File: config.mk
export PLATFORM = sky130hd
export DESIGN_NAME = fracnet_mul_share_arb
export DESIGN_NICKNAME = d
export VERILOG_FILES = /design/src/rtl/fracnet_mul_share_arb.sv
export SDC_FILE = /design/constraint.sdc
export NUM_CORES = 1
export LEC_CHECK = 0
export ABC_AREA = 0
export BUFFER_PORTS_ARGS = -buffer_cell sky130_fd_sc_hd__buf_2
export CORE_MARGIN = 1.5
export CORE_UTILIZATION = 40
export CTS_CLUSTER_DIAMETER = 100
export DETAILED_ROUTE_END_ITERATION = 12
export SYNTH_ARGS = -nofsm -noshare
export SYNTH_HDL_FRONTEND = slang
export SYNTH_SLANG_ARGS = --single-unit
File: constraint.sdc
create_clock -name ap_clk -period 5.8 [get_ports ap_clk]
set_input_delay 0 -clock ap_clk [delete_from_list [all_inputs] [get_ports ap_clk]]
set_output_delay 0 -clock ap_clk [all_outputs]
set_load 0.05 [all_outputs]
File: src/rtl/fracnet_mul_share_arb.sv
// Round-robin arbiter sharing one 15x5 unsigned multiplier (low 18 product bits) among NUM_REQ requesters.
// Define FRACNET_MUL_ARB_PERF_EN to add the perf_grant_cnt / perf_stall_cnt counters.
module fracnet_mul_share_arb #(
    parameter int NUM_REQ     = 4,
    parameter int ID_W        = 2,
    parameter int MUL_LATENCY = 2
) (
    input  logic                    ap_clk,
    input  logic                    ap_rst_n,
    input  logic [NUM_REQ-1:0]      req_valid,
    output logic [NUM_REQ-1:0]      req_ready,
    input  logic [NUM_REQ*15-1:0]   req_a,
    input  logic [NUM_REQ*5-1:0]    req_b,
    output logic                    res_valid,
    input  logic                    res_ready,
    output logic [17:0]             res_data,
    output logic [ID_W-1:0]         res_id,
    output logic                    idle
`ifdef FRACNET_MUL_ARB_PERF_EN
    ,
    output logic [31:0]             perf_grant_cnt,
    output logic [31:0]             perf_stall_cnt
`endif
);

    logic                w_stall;
    logic                w_found;
    logic                w_accept;
    logic [NUM_REQ-1:0]  w_gnt_oh;
    logic [ID_W-1:0]     w_gnt_id;
    logic [ID_W-1:0]     w_next_ptr;
    logic [14:0]         w_sel_a;
    logic [4:0]          w_sel_b;
    logic [17:0]         w_a18;
    logic [17:0]         w_b18;
    logic [17:0]         w_prod;
    logic                w_tail_busy;

    logic [ID_W-1:0]     r_rr_ptr;
    logic                r_s1_vld;
    logic [14:0]         r_s1_a;
    logic [4:0]          r_s1_b;
    logic [ID_W-1:0]     r_s1_id;

    assign w_stall = res_valid && !res_ready;

    // Two passes give the wrap-around search: first rr_ptr..NUM_REQ-1, then 0..rr_ptr-1.
    always_comb begin
        w_found  = 1'b0;
        w_gnt_oh = '0;
        w_gnt_id = '0;
        w_sel_a  = '0;
        w_sel_b  = '0;
        for (int unsigned j = 0; j < NUM_REQ; j++) begin
            if (!w_found && (j >= 32'(r_rr_ptr)) && req_valid[j]) begin
                w_found     = 1'b1;
                w_gnt_oh[j] = 1'b1;
                w_gnt_id    = ID_W'(j);
                w_sel_a     = req_a[j*15 +: 15];
                w_sel_b     = req_b[j*5 +: 5];
            end
        end
        for (int unsigned j = 0; j < NUM_REQ; j++) begin
            if (!w_found && (j < 32'(r_rr_ptr)) && req_valid[j]) begin
                w_found     = 1'b1;
                w_gnt_oh[j] = 1'b1;
                w_gnt_id    = ID_W'(j);
                w_sel_a     = req_a[j*15 +: 15];
                w_sel_b     = req_b[j*5 +: 5];
            end
        end
    end

    assign w_accept   = w_found && !w_stall && ap_rst_n;
    assign req_ready  = w_accept ? w_gnt_oh : '0;
    assign w_next_ptr = (w_gnt_id == ID_W'(NUM_REQ - 1)) ? '0 : w_gnt_id + ID_W'(1);

    always_ff @(posedge ap_clk or negedge ap_rst_n) begin
        if (!ap_rst_n) begin
            r_rr_ptr <= '0;
            r_s1_vld <= 1'b0;
            r_s1_a   <= '0;
            r_s1_b   <= '0;
            r_s1_id  <= '0;
        end else if (!w_stall) begin
            r_s1_vld <= w_accept;
            if (w_accept) begin
                r_rr_ptr <= w_next_ptr;
                r_s1_a   <= w_sel_a;
                r_s1_b   <= w_sel_b;
                r_s1_id  <= w_gnt_id;
            end
        end
    end

    // Operands widened to 18 bits so the product is taken modulo 2^18 directly.
    assign w_a18  = {3'b000, r_s1_a};
    assign w_b18  = {13'd0, r_s1_b};
    assign w_prod = w_a18 * w_b18;

    generate
        if (MUL_LATENCY == 1) begin : g_lat1
            assign res_valid   = r_s1_vld;
            assign res_data    = w_prod;
            assign res_id      = r_s1_id;
            assign w_tail_busy = 1'b0;
        end else begin : g_latn
            logic [MUL_LATENCY-2:0] r_pv;
            logic [17:0]            r_p   [MUL_LATENCY-1];
            logic [ID_W-1:0]        r_pid [MUL_LATENCY-1];

            always_ff @(posedge ap_clk or negedge ap_rst_n) begin
                if (!ap_rst_n) begin
                    r_pv <= '0;
                    for (int unsigned k = 0; k < MUL_LATENCY - 1; k++) begin
                        r_p[k]   <= '0;
                        r_pid[k] <= '0;
                    end
                end else if (!w_stall) begin
                    r_pv[0]  <= r_s1_vld;
                    r_p[0]   <= w_prod;
                    r_pid[0] <= r_s1_id;
                    for (int unsigned k = 1; k < MUL_LATENCY - 1; k++) begin
                        r_pv[k]  <= r_pv[k-1];
                        r_p[k]   <= r_p[k-1];
                        r_pid[k] <= r_pid[k-1];
                    end
                end
            end

            assign res_valid   = r_pv[MUL_LATENCY-2];
            assign res_data    = r_p[MUL_LATENCY-2];
            assign res_id      = r_pid[MUL_LATENCY-2];
            assign w_tail_busy = |r_pv;
        end
    endgenerate

    assign idle = !(r_s1_vld || w_tail_busy);

`ifdef FRACNET_MUL_ARB_PERF_EN
    logic [31:0] r_grant_cnt;
    logic [31:0] r_stall_cnt;

    always_ff @(posedge ap_clk or negedge ap_rst_n) begin
        if (!ap_rst_n) begin
            r_grant_cnt <= '0;
            r_stall_cnt <= '0;
        end else begin
            if (w_accept) r_grant_cnt <= r_grant_cnt + 32'd1;
            if (w_stall)  r_stall_cnt <= r_stall_cnt + 32'd1;
        end
    end

    assign perf_grant_cnt = r_grant_cnt;
    assign perf_stall_cnt = r_stall_cnt;
`endif

endmodule

==> metrics <==
Yosys reg bits 46; CP peak stage delay 0.62 ns; # setup viols final 0; Finished Layout Cells roughly 810; Cell variety after synth 49; worst hold margin ~0.032 ns; via count 4429; share of layout cells above drive strength 1 0.2192; insertion delay to the later sink of the worst-skew pair 0.29 ns; CP startpoint kind flip-flop; sequential-to-total area share from yosys stat 0.2351; first-pass GRT wire length 21130 um; crit path kind reg2reg; status complete, no violations; CTS tree done; wirelength, routed 12470 um; most frequent CP cell fa_1; GRT Residual Overflow 0; Setup Fix Bufs, Post-CTS 0; FFs w/ async S/R, synth 1.000; final core utilization 0.4805; Achievable Freq around 240 MHz; unrepaired setup endpoints after global routing false; antenna cells 0; gpl congestion 0.8508; largest family of logic cells by synthesized area compound AO/OA/AOI/OAI gates; H-tree depth 2; Setup TNS 0 ns; Syn Inst Count 570; TritonRoute pass-1 iters 4; Adder-Cell Fraction of Synth Area 0.2142; synthesized area a little under 5000 um^2; Post-Synth XOR/XNOR Area 0.02504; skew final 0.003498 ns; Longest Clk Path Bufs 2; post-detail-place hpwl 9651 um; most common cell after layout, fill and taps aside buf_2; Starting Density 0.4093; compound-gate portion of the synthesized area 0.2563; dpl cells 804; vias in the first global route 4334; number of synthesized flops with an enable pin 0; most frequent cells in the layout buf_2 (112), nand2_1 (63), inv_1 (56); ys flop type dfrtp_1; # DRC 0; worst path cell trace and2_1 > fa_1 > fa_1 > inv_1 > fa_1 > inv_1 > ha_1 > a21o_1 > a31o_1 > a21oi_2 > a2111oi_4 > a221o_1; Buffers & Inverters on Critical Path 2; CP endpoint kind flip-flop; Slowest cell on crit path dfrtp_1; drt wl/cell approximately 15 um; multiplexer area fraction after synthesis 0.002300; DR iter-0 viols 268; synth warn 0; Avg Cell Area, Syn 8.589 um^2; CTS Buf Count 5; crit path DAT 4.26 ns; Port Buf Inserts between 100 and 150; Crit Path Max Fanout 16; Routed Antenna Nets 0; area growth from synthesis to layout 17.40%; fillcell total 1168; fin crit period 4.084 ns; Die Y around 110 um; Via-to-Cell Ratio between 5 and 6; die width 113.6 um; relative slew slack 0.3294; post-CTS sizing 0; clock root buffer clkbuf_16; Final Hold Viols 0; fin. max-slew vios 0; worst hold path class in2reg; CP required between 5 and 6 ns; I/O pins 113; Worst-Margin Slew 1.003 ns; GR Util All Layers 0.1986; clk sink count 46; largest net degree at the start of global routing 49; num rows 40; Max-Cap Viols 0; Syn Nets just over 700; Core Region around 12000 um^2; cell family with most CP delay adder cells; full die area 12910 um^2; fin crit share 0.7042; initial antenna violation count 0; fin nets slightly above 800; Synth Area in Simple Gates 0.1935; hold_buf cts 1; clk slew on worst S/H paths 0.07 ns
[metrics by stage]
stage | area [um^2] | setup slack [ns]
6_report | 5748 | 1.716
5_1_grt | 5748 | 1.504
4_1_cts | 5748 | 1.735
3_5_place_dp | 5572 | 1.754
3_3_place_gp | 5572 | 1.829
2_1_floorplan | 4896 | 1.951
[worst reg2reg max path: cells and delay by family, from the launching register on]
kind,cells,cell delay (ns)
adder cells (fa/ha/maj),4,1.91
AND/OR/NAND/NOR,1,0.23
buffers and inverters,2,0.09
AO/OA/AOI/OAI,5,1.12
flip-flops,1,0.62
[Yosys cell counts, types with 2 or more instances]
| library cell | n | area share |
|---|---|---|
| a21o_1 | 5 | 0.0077 |
| dfrtp_1 | 46 | 0.24 |
| o211ai_1 | 2 | 0.0031 |
| nand3_1 | 5 | 0.0051 |
| and3_1 | 2 | 0.0026 |
| buf_2 | 12 | 0.012 |
| a211oi_2 | 5 | 0.013 |
| nor3b_1 | 20 | 0.031 |
| ha_1 | 23 | 0.059 |
| inv_1 | 56 | 0.043 |
| and2_1 | 45 | 0.058 |
| a31oi_1 | 22 | 0.028 |
| o21ai_1 | 3 | 0.0031 |
| nand2b_1 | 6 | 0.0077 |
| fa_1 | 38 | 0.16 |
| a21oi_1 | 38 | 0.039 |
| or2_2 | 2 | 0.0026 |
| nand2_1 | 63 | 0.048 |
| xnor2_1 | 6 | 0.011 |
| a22o_1 | 20 | 0.036 |
| clkbuf_1 | 23 | 0.018 |
| o32a_1 | 20 | 0.041 |
| xor2_1 | 8 | 0.014 |
| nor2_1 | 41 | 0.031 |
| o21ai_0 | 15 | 0.015 |
| nand4_1 | 2 | 0.0026 |
| o31ai_1 | 20 | 0.031 |
[sequential cells by signal, summed over array words and instances (netlist names)]
signal / cells
r_s1_b: 5
res_id: 2
r_s1_vld: 1
r_s1_a: 15
r_s1_id: 2
r_rr_ptr: 2
res_data: 18
res_valid: 1
[layer usage]
| layer | track usage | share of wire | routed length [um] | up-vias |
|---|---|---|---|---|
| met5 | 0 | 0 | 0 | - |
| met4 | 0.03750 | 0.010 | 128 | 0 |
| met3 | 0.03879 | 0.066 | 827 | 11 |
| met2 | 0.3116 | 0.44 | 5497 | 160 |
| met1 | 0.2877 | 0.48 | 6021 | 2077 |
| li1 | - | - | - | 2181 |
[area by class of cell]
type	count	area, um^2	share of cell area
clock buffers	6	128.9	0.02242
repair buffers	123	645.6	0.1123
inverters	57	214.0	0.03722
clock inverters	2	37.54	0.006530
multi-input cells	432	3387	0.5892
flip-flops and latches	46	1151	0.2003
well taps	147	183.9	0.03200
[final timing paths]
check	start	to	slack (ns)	depth (start not counted)
worst min register to register	res_data[2]$_DFFE_PN0N_	res_data[2]$_DFFE_PN0N_	0.46	2
min in group asynchronous	ap_rst_n	res_data[4]$_DFFE_PN0N_	0.33	3
max in group asynchronous	ap_rst_n	res_valid$_DFFE_PN0N_	5.05	3
worst min-delay path	req_b[10]	r_s1_b[0]$_DFFE_PN0P_	0.03	3
worst max register to register	r_s1_b[3]$_DFFE_PN0P_	res_data[17]$_DFFE_PN0N_	1.72	12
worst max-delay path	r_s1_b[3]$_DFFE_PN0P_	res_data[17]$_DFFE_PN0N_	1.72	12
[kinds of logic after synthesis]
logic type,after synthesis
simple gates,189
compound gates,167
buf+inv,92
fa+ha+maj,61
flops,46
xor+xnor,14
mux,1
Power is left out: the tool's default activity adds up to more than one toggle a clock period on the data nets, which glitch-free logic cannot reach.
